[src/rtl/counter_monitor.sv]
// Passive single-step checker for an up/down counter: predicts each next data_out
// from the sampled controls and the current data_out, and reports divergences.
module counter_monitor #(
    parameter int WIDTH = 4,
    parameter int CNT_W = 16
) (
    input  logic             clk,
    input  logic             reset,
    input  logic             cnt_reset,
    input  logic [WIDTH-1:0] data_in,
    input  logic             load,
    input  logic             enable,
    input  logic             up_down,
    input  logic [WIDTH-1:0] data_out,
    output logic             synced,
    output logic             mismatch,
    output logic             err_sticky,
    output logic [CNT_W-1:0] chk_count,
    output logic [CNT_W-1:0] err_count,
    output logic [WIDTH-1:0] first_exp,
    output logic [WIDTH-1:0] first_act
);

    typedef enum logic {
        UNSYNC = 1'b0,
        TRACK  = 1'b1
    } state_t;

    localparam logic [CNT_W-1:0] CNT_MAX = '1;

    state_t           state;
    logic [WIDTH-1:0] exp_val;

    // Reference counter step: cnt_reset beats load beats enable; wraps modulo 2^WIDTH.
    function automatic logic [WIDTH-1:0] predict(
        input logic [WIDTH-1:0] base,
        input logic             c_rst,
        input logic             c_load,
        input logic             c_en,
        input logic             c_up,
        input logic [WIDTH-1:0] c_din
    );
        logic [WIDTH-1:0] r;
        r = base;
        if (c_rst)
            r = '0;
        else if (c_load)
            r = c_din;
        else if (c_en)
            r = c_up ? base + 1'b1 : base - 1'b1;
        return r;
    endfunction

    always_ff @(posedge clk) begin
        if (reset) begin
            state      <= UNSYNC;
            exp_val    <= '0;
            mismatch   <= 1'b0;
            err_sticky <= 1'b0;
            chk_count  <= '0;
            err_count  <= '0;
            first_exp  <= '0;
            first_act  <= '0;
        end else begin
            // Rebasing on the observed value makes a single fault cost exactly one mismatch.
            exp_val  <= predict(data_out, cnt_reset, load, enable, up_down, data_in);
            mismatch <= 1'b0;
            if (state == UNSYNC) begin
                if (cnt_reset || load)
                    state <= TRACK;
            end else begin
                if (chk_count != CNT_MAX)
                    chk_count <= chk_count + 1'b1;
                if (data_out != exp_val) begin
                    mismatch <= 1'b1;
                    if (err_count != CNT_MAX)
                        err_count <= err_count + 1'b1;
                    if (!err_sticky) begin
                        err_sticky <= 1'b1;
                        first_exp  <= exp_val;
                        first_act  <= data_out;
                    end
                end
            end
        end
    end

    assign synced = (state == TRACK);

endmodule

[config.mk]
export PLATFORM = sky130hd
export DESIGN_NAME = counter_monitor
export DESIGN_NICKNAME = d
export VERILOG_FILES = /design/src/rtl/counter_monitor.sv
export SDC_FILE = /design/constraint.sdc
export NUM_CORES = 1
export LEC_CHECK = 0
export BUFFER_PORTS_ARGS = -buffer_cell sky130_fd_sc_hd__buf_2
export CAP_MARGIN = 40
export CORE_MARGIN = 2
export CORE_UTILIZATION = 54
export DETAILED_ROUTE_END_ITERATION = 8
export PLACE_DENSITY = 0.8
export SLEW_MARGIN = 30
export SYNTH_ARGS = -nofsm -noshare
export SYNTH_HDL_FRONTEND = slang
export SYNTH_SLANG_ARGS = --single-unit
[constraint.sdc]
create_clock -name clk -period 2.1 [get_ports clk]
set_input_delay 0.63 -clock clk [delete_from_list [all_inputs] [get_ports clk]]
set_output_delay 0.63 -clock clk [all_outputs]
set_load 0.05 [all_outputs]
Word level (Yosys, flattened, before mapping)
Index checks and enable logic that the tools add are counted.
W data, S select, Z words.
{ "word_totals": {"wordCells": 30, "reg_bits": 47, "input_bits": 14} }
{ "op_classes": {"n_bitwise": 2, "reduce_logical": 7, "mux": 6, "eq_ne": 3, "n_addsub": 4} }
{ "ops": {"columns": ["operator", "count"], "rows": [
  ["$add A16 B1 Y16 const B", 2],
  ["$ne A16 B16 Y1 const B", 2],
  ["$mux W4", 3],
  ["$reduce_and A3 Y1", 2],
  ["$add A4 B1 Y4 const B", 1],
  ["$ne A4 B4 Y1", 1],
  ["$reduce_and A2 Y1", 2],
  ["$reduce_or A2 Y1", 2],
  ["$sub A4 B1 Y4 const B", 1],
  ["$mux W1", 3],
  ["$not A1 Y1", 2],
  ["$logic_or A1 B1 Y1", 1]
]} }

Depth between registers and ports, before layout
{ "depth": {"ltp_word": 4, "mapped_depth": 7, "ltp_nobuf": 6} }

Worst setup path before layout
No wires, ideal clock.
{ "synth_timing": {"path_type": "register -> register", "start": "reg err_count[0]", "end": "reg err_count[0]", "arrival_time_ns": 2.087, "t_required_ns": 2.029, "stages_incl_launch_ff": 8, "n_path_buf": 2, "slack_ns": -0.057, "period_less_slack_ns": 2.157, "setup_time_ns": 0.071, "cell_sequence": "dfxtp_1 -> ha_1 -> nand4_1 -> nor4_2 -> buf_2 -> buf_4 -> o21ai_0 -> a21oi_1"} }
{ "synth_between": {"elab_chain_len": 2} }
{ "synth_rtl": {"columns": ["item", "line", "rtl"], "rows": [
  ["from (decl)", "19", "output logic [CNT_W-1:0] err_count,"],
  ["from (signal assigned)", "77", "err_count <= err_count + 1'b1;"],
  ["branches (longest 2 deep; another with $add A16 B1 Y16)", null, null]
]} }
Parallel ways; which one is timed is not known.
A chain may end at the register's enable or synchronous reset.

Worst setup path in the final report
{ "layout_timing": {"start": "reg chk_count[0]", "end": "reg chk_count[10]"} }
{ "layout_between": {"elab_chain_len": 2} }
{ "layout_rtl": {"columns": ["item", "line", "rtl"], "rows": [
  ["from (decl)", "18", "output logic [CNT_W-1:0] chk_count,"],
  ["from (signal assigned)", "73", "chk_count <= chk_count + 1'b1;"],
  ["branches (longest 2 deep; another with $add A16 B1 Y16)", null, null]
]} }
Parallel ways; which one is timed is not known.

==> metrics.md <==
| Metric | Value |
|---|---|
| Initial core utilization | 56.6% |
| Worst setup path class | reg -> reg |
| Worst hold-check slack | 479 ps |
| Initial DRC count | 121 |
| Synth Register Bits | 47 |
| Slew Limit Fails | 0 |
| Number of antenna repair diodes | 0 |
| DP Worst Slack | -71.8 ps |
| Element type at the critical path start | flip-flop |
| Period utilization | 92.0% |
| Final Hold Viols | 0 |
| Number of hold buffers added after CTS | 0 |
| Average footprint of a synthesized cell | 8.68 um2 |
| Max Freq | 0.517 GHz |
| Global-route total usage across every layer | 22.3% |
| Clk buf depth | 2 |
| Worst Clk Skew | 4.26 ps |
| DR vias/cell | 5.70 |
| Count of clock tree sinks | 47 |
| I/O Buffers | 56 |
| Number of antenna violations at the first check in global routing | 0 |
| Placeable Area | 0.00438 mm2 |
| Count of placed standard cells in the final layout, fillers left out | 403 |
| Slew headroom | 50.8% |
| Type of the tightest min-delay check | reg -> reg |
| Clock tree from TritonCTS | yes |
| Boundary pin count | 57 |
| Overall die height | 71.8 um |
| Fillers | 368 |
| Number of warnings reported in the yosys synthesis log | 0 |
| Maximum number of pins on one net before global-route repair | 49 |
| Synthesized netlist cell count | 286 |
| Kind of capture point of the worst setup path | flip-flop |
| Result of the run | finished clean |
| Arrival @ worst endpoint | 2130 ps |
| Placed cell areas | 0.00291 mm2 |
| Wire length of the first global-routing pass | 9330 um |
| Total Die Area | 0.00515 mm2 |
| Pre-antenna DRT Iters | 4 |
| Post-Route Setup TNS | 0 ps |
| Vias after detailed routing | 2,297 |
| Clock tree root buffer cell | clkbuf_8 |
| Half-perimeter wire length after placement | 3990 um |
| Maximum Capacitance Violations | 0 |
| Data required, critical path | 2300 ps |
| Master of the slowest instance on the critical path | dfxtp_2 |
| Number of H-tree branching levels | 2 |
| Design area | 0.00300 mm2 |
| Total placed cells including tap cells | 395 |
| Detailed-routing wirelength on met1 | 2560 um |
| Top layer used by detailed routing | met4 |
| Antenna-violating nets left | 0 |
| Peak per-stage delay on the critical path | 380 ps |
| Fraction of layout cells with a size suffix above 1 | 28.2% |
| Nets in the synthesized netlist | 305 |
| Remaining global-route overflow | 0 |
| Setup repair after global routing missed its margin | no |
| Clock insertion delay at the later pin of the skew report | 300 ps |
| Unique masters post-synth | 45 |
| Worst-case vdd ir drop | 0.353 mV |
| Total detailed-routing wirelength | 5410 um |
| Post-route minimum period | 1930 ps |
| Floorplan die width | 71.8 um |
| Largest fanout on the critical path | 8 |
| Total power consumption of the routed design | 1.75 mW |
| Area of the mapped netlist | 0.00248 mm2 |
| Detail Route met2 WL | 2590 um |
| Clock-pin slew on the worst setup and hold paths | 90 ps |
| PnR worst setup slack | 168 ps |
| Transition at the pin with the smallest max-transition slack | 738 ps |
| Vias in the first global route | 2,073 |
| Standard-cell row count | 24 |
| # DRC | 0 |
| Final standard cell utilization of the core | 68.5% |
| Leakage | 1.21 nW |
| TritonCTS Buffers | 5 |
| Layout overhead on the synthesized area | 21.1% |
| Met3 WL post-DR | 191 um |
| Net total in the final layout | 369 |
| Ordered cell list for the critical path | ha_1, nand4_1, buf_4, nor3_1, o211ai_1, mux2_2 |
| Power per standard cell area | 582 mW/mm2 |
| Average wire per cell in the routed design | 13.4 um |
| Global placer's final weighted congestion | 0.844 |
| Proportion of synthesized chip area in sequential cells | 37.9% |
| Count of endpoints failing setup in the final report | 0 |
[synth_stat cells (all sizes together)]
cell type,n,share of area (%)
dfxtp,47,38
nand2,13,2.0
nand3,13,2.6
o41ai,3,2.1
nand4,10,3.1
buf,6,1.3
and3,2,0.50
o211ai,1,0.30
a41oi,1,0.35
or2,1,0.25
a21o,1,0.30
ha,4,2.0
o31ai,12,3.6
fa,1,0.81
o21ai,9,1.8
nor2,23,3.6
nor3,9,1.8
a2111oi,2,0.71
a31oi,1,0.25
nand4bb,1,0.45
nor3b,2,0.60
mux2,6,2.7
inv,9,1.4
nand2b,16,4.0
xor2,5,1.8
or3,7,1.8
nor4b,1,0.35
a21oi,26,5.2
o31a,1,0.35
nor4,7,2.0
or4,12,3.8
a211oi,1,0.30
clkbuf,9,1.4
nor2b,6,1.5
mux2i,11,4.4
xnor2,2,0.71
and4,5,1.8
[kinds of logic after synthesis]
kind of cell / Yosys count / synth area share, %
and+or+nand+nor: 128 / 30.2
AOI/OAI and AO/OA: 58 / 15.4
DFF: 47 / 37.9
buffers and inverters: 24 / 4.03
muxes: 17 / 7.16
xor gates and xnor gates: 7 / 2.47
adders and majority gates: 5 / 2.82
[path summary, 6_finish.rpt]
kind	startpoint	endpoint	slack, ps	depth (start not counted)
max	chk_count[0]	chk_count[10]	170	6
min reg2reg	first_act[3]	first_act[3]	480	2
min	first_act[3]	first_act[3]	480	2
max reg2reg	chk_count[0]	chk_count[10]	170	6
[report_power, final]
part	switching (mW)	internal (mW)	total [mW]
clock network	0.310	0.232	0.542
registers	0.0217	0.916	0.937
logic	0.173	0.0957	0.269
[placed cells by master (no fill, tap or decap), types with 11 or more instances in the layout]
cell	instances
o31ai_1	12
mux2i_1	11
nand2_1	13
buf_4	15
nor2_1	22
nand3_1	13
a21oi_1	26
nand2b_1	16
buf_2	56
dfxtp_1	43
or4_1	11
[sequential cells by signal (all words and copies together), names as in the netlist]
name / cells
chk_count: 16
err_count: 16
exp_val: 4
first_act: 4
first_exp: 4
err_sticky: 1
mismatch: 1
synced: 1
[critical path, delay by kind of cell (launching register included)]
kind                     cells  cell delay (ps)
multiplexers                 1              290
buffers and inverters        1              260
AO/OA/AOI/OAI                1              150
adder cells (fa/ha/maj)      1              210
AND/OR/NAND/NOR              2              550
flip-flops                   1              380
[final cells by class]
class	count	area, um2	share of cell area (%)
clock inverter	3	20.0	0.666
inverter	9	33.8	1.12
clock buffer	5	68.8	2.29
tap	52	65.1	2.17
timing repair buffer	72	413	13.7
multi-input combinational	215	1460	48.5
sequential	47	946	31.5
[timing repair]
item,in CTS,in global routing
gates resized for setup,0,1
buffers inserted,0,0
setup endpoints to repair,0,1
[routing by layer]
| metal | vias up | GRT usage [%] |
|---|---|---|
| li1 | 1189 | - |
| met1 | 1065 | 29.4 |
| met2 | 39 | 36.8 |
| met3 | 4 | 4.22 |
| met4 | 0 | 7.34 |
| met5 | - | 0 |
No activity file was read; power rests on OpenSTA's default activity.
